File: config.mk
export PLATFORM = sky130hd
export DESIGN_NAME = write_source_arbiter
export DESIGN_NICKNAME = d
export VERILOG_FILES = /design/src/rtl/write_source_arbiter.sv
export SDC_FILE = /design/constraint.sdc
export NUM_CORES = 1
export LEC_CHECK = 0
export BUFFER_PORTS_ARGS = -buffer_cell sky130_fd_sc_hd__buf_2
export CORE_MARGIN = 2
export CORE_UTILIZATION = 30
export CTS_BUF_LIST = sky130_fd_sc_hd__clkbuf_4 sky130_fd_sc_hd__clkbuf_8
export CTS_CLUSTER_DIAMETER = 40
export DETAILED_ROUTE_END_ITERATION = 16
export GPL_ROUTABILITY_DRIVEN = 0
export PLACE_DENSITY = 0.54
export SETUP_SLACK_MARGIN = 0.4
export SYNTH_ARGS = -nofsm -noshare
export SYNTH_HDL_FRONTEND = slang
export SYNTH_SLANG_ARGS = --single-unit
File: constraint.sdc
create_clock -name clk -period 2.59 [get_ports clk]
set_clock_uncertainty 0.15 [all_clocks]
set_input_delay 0.518 -clock clk [delete_from_list [all_inputs] [get_ports clk]]
set_output_delay 0.518 -clock clk [all_outputs]
set_load 0.02 [all_outputs]
File: src/rtl/write_source_arbiter.sv
`default_nettype none
// ============================================================================
// Module  : write_source_arbiter
// Brief   : Grants one draw source a write pass to the frame manager; the
//           optional watchdog is built when WRITE_SOURCE_WATCHDOG_EN is defined.
// Revision: 1.0
// ============================================================================
module write_source_arbiter #(
   parameter int NUM_SOURCES   = 2,
   parameter int COLOR_DEPTH   = 8,
   parameter int X_W           = 10,
   parameter int Y_W           = 9,
   parameter int SEL_W         = 2,
   parameter int START_TIMEOUT = 1023,
   parameter int WRITE_TIMEOUT = 65535
) (
   input  logic                               clk,
   input  logic                               resetN,
   input  logic                               write_awaited,
   input  logic [SEL_W-1:0]                   write_source_sel,
   input  logic [NUM_SOURCES-1:0]             src_enable,
   input  logic [NUM_SOURCES-1:0]             src_active,
   input  logic [NUM_SOURCES-1:0]             src_transparent,
   input  logic [NUM_SOURCES*COLOR_DEPTH-1:0] src_color,
   input  logic [NUM_SOURCES*X_W-1:0]         src_x,
   input  logic [NUM_SOURCES*Y_W-1:0]         src_y,
   output logic [NUM_SOURCES-1:0]             src_start,
   output logic                               fm_write_active,
   output logic                               fm_write_transparent,
   output logic [COLOR_DEPTH-1:0]             fm_color,
   output logic [X_W-1:0]                     fm_x,
   output logic [Y_W-1:0]                     fm_y,
`ifdef WRITE_SOURCE_WATCHDOG_EN
   output logic [7:0]                         timeout_count,
`endif
   output logic                               busy
);

   typedef enum logic [2:0] {
      S_IDLE        = 3'd0,
      S_START       = 3'd1,
      S_WAIT_ACTIVE = 3'd2,
      S_PASS        = 3'd3,
      S_DUMMY       = 3'd4,
      S_ABORT       = 3'd5
   } state_t;

   state_t                   r_state;
   state_t                   w_next;
   logic [SEL_W-1:0]         r_grant;
   logic                     r_hist;
   logic                     r_fm_active;
   logic                     r_fm_transp;
   logic                     w_rise;
   logic                     w_start;
   logic                     w_sel_ok;
   logic                     w_sel_active;
   logic                     w_sel_transp;
   logic [COLOR_DEPTH-1:0]   w_sel_color;
   logic [X_W-1:0]           w_sel_x;
   logic [Y_W-1:0]           w_sel_y;
   logic [NUM_SOURCES-1:0]   w_grant_hot;

`ifdef WRITE_SOURCE_WATCHDOG_EN
   logic [31:0]              r_timer;
   logic                     w_timeout;
`else
   logic                     w_unused_cfg;
   assign w_unused_cfg = START_TIMEOUT[0] ^ WRITE_TIMEOUT[0];
`endif

   assign w_rise = write_awaited & ~r_hist;

   // Granted-source mux; an out-of-range grant matches no source and reads as disabled.
   always_comb begin
      w_sel_ok     = 1'b0;
      w_sel_active = 1'b0;
      w_sel_transp = 1'b0;
      w_sel_color  = '0;
      w_sel_x      = '0;
      w_sel_y      = '0;
      w_grant_hot  = '0;
      for (int i = 0; i < NUM_SOURCES; i++) begin
         if (r_grant == SEL_W'(i)) begin
            w_grant_hot[i] = 1'b1;
            w_sel_ok       = src_enable[i];
            w_sel_active   = src_active[i];
            w_sel_transp   = src_transparent[i];
            w_sel_color    = src_color[i*COLOR_DEPTH +: COLOR_DEPTH];
            w_sel_x        = src_x[i*X_W +: X_W];
            w_sel_y        = src_y[i*Y_W +: Y_W];
         end
      end
   end

   always_comb begin
      w_next  = r_state;
      w_start = 1'b0;
`ifdef WRITE_SOURCE_WATCHDOG_EN
      w_timeout = 1'b0;
`endif
      case (r_state)
         S_IDLE: begin
            if (w_rise) w_next = S_START;
         end
         S_START: begin
            if (!w_sel_ok) begin
               w_next = S_DUMMY;
            end else begin
               w_start = 1'b1;
               w_next  = S_WAIT_ACTIVE;
            end
         end
         S_WAIT_ACTIVE: begin
            if (w_sel_active) begin
               w_next = S_PASS;
`ifdef WRITE_SOURCE_WATCHDOG_EN
            end else if (r_timer == 32'(START_TIMEOUT - 1)) begin
               w_next    = S_DUMMY;
               w_timeout = 1'b1;
`endif
            end
         end
         S_PASS: begin
            if (!w_sel_active) begin
               w_next = S_IDLE;
`ifdef WRITE_SOURCE_WATCHDOG_EN
            end else if (r_timer == 32'(WRITE_TIMEOUT - 1)) begin
               w_next    = S_ABORT;
               w_timeout = 1'b1;
`endif
            end
         end
         S_DUMMY: w_next = S_IDLE;
         S_ABORT: begin
            if (!w_sel_active) w_next = S_IDLE;
         end
         default: w_next = S_IDLE;
      endcase
   end

   always_ff @(posedge clk or negedge resetN) begin
      if (!resetN) begin
         r_state     <= S_IDLE;
         r_grant     <= '0;
         r_hist      <= 1'b0;
         r_fm_active <= 1'b0;
         r_fm_transp <= 1'b0;
         fm_color    <= '0;
         fm_x        <= '0;
         fm_y        <= '0;
      end else begin
         r_state <= w_next;
         r_hist  <= write_awaited;
         if (r_state == S_IDLE && w_rise) r_grant <= write_source_sel;
         // Loading on entry to PASS keeps the first active cycle, giving a pure one-cycle delay.
         r_fm_active <= (w_next == S_PASS) & w_sel_active;
         r_fm_transp <= (w_next == S_PASS) & w_sel_transp;
         if (w_next == S_PASS) begin
            fm_color <= w_sel_color;
            fm_x     <= w_sel_x;
            fm_y     <= w_sel_y;
         end
      end
   end

`ifdef WRITE_SOURCE_WATCHDOG_EN
   always_ff @(posedge clk or negedge resetN) begin
      if (!resetN) begin
         r_timer       <= '0;
         timeout_count <= '0;
      end else begin
         r_timer <= (w_next == r_state) ? r_timer + 32'd1 : 32'd0;
         if (w_timeout && timeout_count != 8'hFF) timeout_count <= timeout_count + 8'd1;
      end
   end
`endif

   assign src_start            = w_start ? w_grant_hot : '0;
   assign fm_write_active      = (r_state == S_DUMMY) | r_fm_active;
   assign fm_write_transparent = (r_state == S_DUMMY) | r_fm_transp;
   assign busy                 = (r_state != S_IDLE);

endmodule
`default_nettype wire

Word level (Yosys, flattened, before mapping)
Cells that the tools add are included.
Word-level totals
  word-level logic and storage cells: 48
  input port bits: 65
  output and inout bits: 32
  bits in read-only memories: 0
  memories: 0
  bits in latches: 0
  bits in writable memories: 0
  flip-flop bits (word level): 35
Cells by class
  div/mod/pow operators: 0
  muxes and demuxes: 22
  shift-type cells: 0
  equality and inequality tests: 7
  order comparisons: 0
  multipliers: 0
  bitwise operators: 6
  add/sub/neg operators: 0
  reduce and logical (&&, ||, !) cells: 5
Operators by type and width (count)
  10-bit two-way mux: 2
  9-bit two-way mux: 2
  8-bit two-way mux: 2
  3-bit two-way mux: 4
  3-bit one-hot mux with 4 select lines: 1
  1-bit two-way mux: 10
  3-bit by 2-bit equality test with 1-bit output, second input constant: 3
  3-bit equality test, second input constant: 2
  1-bit bitwise AND: 3
  3-bit by 1-bit equality test with 1-bit output, second input constant: 1
  3-bit logical NOT: 1
  3-bit nonzero test: 1
  2-bit by 1-bit equality test with 1-bit output, second input constant: 1
  2-bit logical NOT: 1
  2-bit two-way mux: 1
  1-bit OR: 2
  2-bit OR reduction: 1
  1-bit logical AND: 1
  1-bit inverter: 1

Longest topological paths before layout
  word-level depth: 7
  mapped depth: 5
  depth with buffers taken out: 3

Least setup slack after synthesis
No wires, ideal clock.
  path kind: register to output
  from: register r_grant[0]
  to: output src_start[0]
  path slack: 0.508 ns
  path buffers: 1
  cell stages (with the launch flop): 5
  arrival time: 1.414 ns
  data required time: 1.922 ns
  path through: dfrtp_1 -> buf_4 -> mux2i_1 -> or4_1 -> nor2_1
On the way
  cells in the longest elaborated chain, start to end: 6
  elaborated cells on any way between the ends: 8
  classes of those cells: eq/ne: 1; mux: 6; reduce/logical: 1
RTL lines
  start, declared: RTL line 50  | logic [SEL_W-1:0] r_grant;
  start signal, assigned: RTL line 155  | if (r_state == S_IDLE && w_rise) r_grant <= write_source_sel;
  2-bit logical NOT: RTL line 84  | if (r_grant == SEL_W'(i)) begin
  1-bit two-way mux (2 in a row): RTL line 84
  1-bit two-way mux: RTL line 107  | if (!w_sel_ok) begin
  1-bit two-way mux: RTL line 102  | case (r_state)
  2-bit two-way mux (*): RTL line 179  | assign src_start = w_start ? w_grant_hot : '0;
  end, declared: RTL line 27  | output logic [NUM_SOURCES-1:0] src_start,
Mark *: on every way between the ends. The rest lies on a longest branch, timed or not.

Worst setup path in the final report
Ends and elaborated chain as after synthesis.

==> run_results.csv <==
group,metric,value,unit
route,wirelength,4230,um
critical_path,critPathCapture,"src_start[0]",
global_route,use_met3,3.96,%
critical_path,crit_arrival,1.64,ns
pwr,p_leak,0.00149,uW
yosys,synth_cell_types,24,
route,drt_first_pass_iters,2,
critical_path,reg2reg_depth,4,
timing,relSlewSlack,63.1,%
critical_path,crit_fanout,3,
cells_and_area,mostFrequentLayoutCells,"buf_2, dfrtp_1, nor2_1, mux2i_1, mux2_4",
global_route,grt_pass1_vias,1475,
floorplan,fp.dieW,83.9,um
cells_and_area,final_layout_size_suffix_gt1_share,59.1,%
timing,fin_ws,0.286,ns
critical_path,timing.rr.end,"fm_y[6]",
cells_and_area,layout.nets,318,
cts,tritoncts,"yes",
timing,setup_viol,0,
cells_and_area,final_common_cell,"buf_2",
pwr,p_switching,1120,uW
route,drcViolationCount,0,
yosys,synth_compound_area_share,1.05,%
global_route,overflow,0,
floorplan,die_area,7040,um2
pwr,ir_drop,0.000464,V
route,drtAntennaViolNets,0,
hold_path,hold_path_class,"in2async",
route,routed_via_density,4.49,
timing,fmax,0.434,GHz
cells_and_area,postLayoutCellArea,2580,um2
placement,dp_hpwl,3040,um
cells_and_area,multiInputGateArea,966,um2
global_route,grt_pass1_wl,6920,um
cells_and_area,register_area,880,um2
global_route,grt_max_degree,31,
route,vias,1485,
critical_path,critPathCaptureType,"output pin",
floorplan,core_area,6280,um2
status,status,"complete, no violations",
cells_and_area,syn_to_final_growth,34.6,%
pwr,p_total,2880,uW
critical_path,reg2reg_from,"r_grant[0]",
placement,pre_cts_ws,0.427,ns
global_route,busiest_layer,"met2",
route,wl_per_cell,12.8,um
floorplan,ios,97,
yosys,netlist_instances,154,
cells_and_area,nFillCells,650,
route,drtIter0Drc,10,
global_route,grt.met2_usage,19.8,%
yosys,syn_area_per_cell,12.4,um2
critical_path,crit_type,"reg2out",
yosys,ys_warn_count,0,
global_route,grtUsageTotal,12.2,%
yosys,synth_fa_ha_area_share,0,%
floorplan,die_h,83.9,um
cts,cts_sinks,35,
placement,port_buffers,96,
pwr,pwr-share-seq,31.1,%
cts,clock_path_buffers,2,
floorplan,initial_core_util,30.5,%
critical_path,crit_path_start_kind,"register",
critical_path,startpoint,"r_grant[0]",
pwr,power_frac_clock,13.8,%
yosys,synth-simple-area-share,11.0,%
yosys,synth_mux_area_share,38.0,%
global_route,grt_use_met1,15.5,%
cts,cts_htree_levels,2,
yosys,ys_ff_latch,35,
timing,fin_crit_sh,89.0,%
yosys,yosys.area_share.xor_xnor,0,%
global_route,antenna_found_initial,0,
pwr,power.internal,1770,uW
flow_run,maxCapViolations,0,
pwr,power_density,1120,nW/um2
timing,finalHoldViolCount,0,
cells_and_area,diodes,0,
yosys,syn_area,1910,um2
placement,post_dp_cell_area,2450,um2
cts,hold_buffers,0,
timing,finalSetupTns,0,ns
pwr,p_comb_share,55.1,%
cts,clk_latency,0.28,ns
floorplan,rows,29,
cts,clk_pin_slew,0.07,ns
timing,finalMaxSlewViolations,0,
pwr,swShare,38.8,%
yosys,synth_nets,219,
cts,cts_root_buf,"clkbuf_8",
cts,cts_buffers,5,
yosys,ys_seq_area_share,45.8,%
timing,rsz0062_at_grt,"yes",
timing,tightest_slew,0.553,ns
critical_path,worstPathRequired,1.92,ns
timing,fin_crit,2.30,ns
critical_path,r2r_slack,0.47,ns
yosys,synth_top_family_by_area,"multiplexers",
-- cell type report --
cell class,count,share of cell area [%]
clock inverter,1,0.194
multi-input combinational,106,37.5
sequential,35,34.1
inverter,2,0.291
tap,77,3.74
timing repair buffer,103,20.9
clock buffer,7,3.25
-- through the flow --
stage / util, % / hold slack (ns) / std cells
after floorplan: - / 0.0724 / 154
after global placement: 39.0 / 0.343 / 320
after detailed placement: 39.0 / 0.336 / 320
after CTS: 41.0 / 0.0510 / 331
after global routing: 41.0 / 0.0611 / 331
final: 41.0 / 0.0459 / 331
-- power groups by stage --
stage | Combinational [uW] | Sequential, uW | Clock [uW]
floorplan | 984 | 1100 | 0
global placement | 1510 | 943 | 0
detailed placement | 1540 | 939 | 0
CTS | 1620 | 899 | 413
global route | 1720 | 927 | 444
finish | 1590 | 898 | 397
-- worst min-delay path by stage --
stage                   to
6_report           fm_x[6]
3_3_place_gp       fm_x[6]
4_1_cts            fm_x[6]
5_1_grt            fm_x[6]
3_5_place_dp       fm_x[6]
2_1_floorplan  fm_color[0]
-- cells in the mapped netlist --
cell type  number  area, um2
nand2b_1        1       6.26
or3_4           1       11.3
a211oi_1        1       7.51
buf_4           1       7.51
or4b_4          1       13.8
dfrtp_1        35        876
o21ai_0         1       5.00
nand3_1         1       5.00
mux2_2          1       11.3
mux2i_1        30        300
nor3b_1         1       7.51
or3b_4          1       11.3
a21o_1          1       7.51
nor2_1         31        116
inv_1           2       7.51
or2_2           3       18.8
nor3_1          2       10.0
buf_2           3       15.0
mux2_1          1       11.3
buf_6           3       33.8
clkbuf_1        4       15.0
nand2_1         1       3.75
mux2_4         27        405
or4_1           1       7.51
-- layer usage --
layer | routed length [um] | up-vias
met5 | 0 | -
met4 | 44 | 0
met3 | 335 | 6
met2 | 2010 | 56
met1 | 1830 | 700
li1 | - | 723
-- critical path, stage by stage (launching register included) --
cell and delay [ns]:
dfrtp_2 0.41, mux2i_1 0.16, or4_4 0.53, nor2_2 0.11
buf_4 0.15
-- flip-flops by register name, summed over array words and instances, names as in the netlist --
name and flops:
r_fm_active 1, r_fm_transp 1, fm_y 9, r_state 3, r_hist 1, fm_x 10
r_grant 2, fm_color 8
-- timing repair --
action,in CTS,in global routing
buffers inserted,3,0
gates resized for setup,5,1
endpoints found under the setup margin,2,2
-- kinds of logic (layout without fill, tap and decap cells) --
group / count (synthesis) / after routing
AND/OR/NAND/NOR: 44 / 44
buffers and inverters: 13 / 113
multiplexers: 59 / 59
AO/OA/AOI/OAI: 3 / 3
flip-flops: 35 / 35
(Power assumes the default switching activity.)
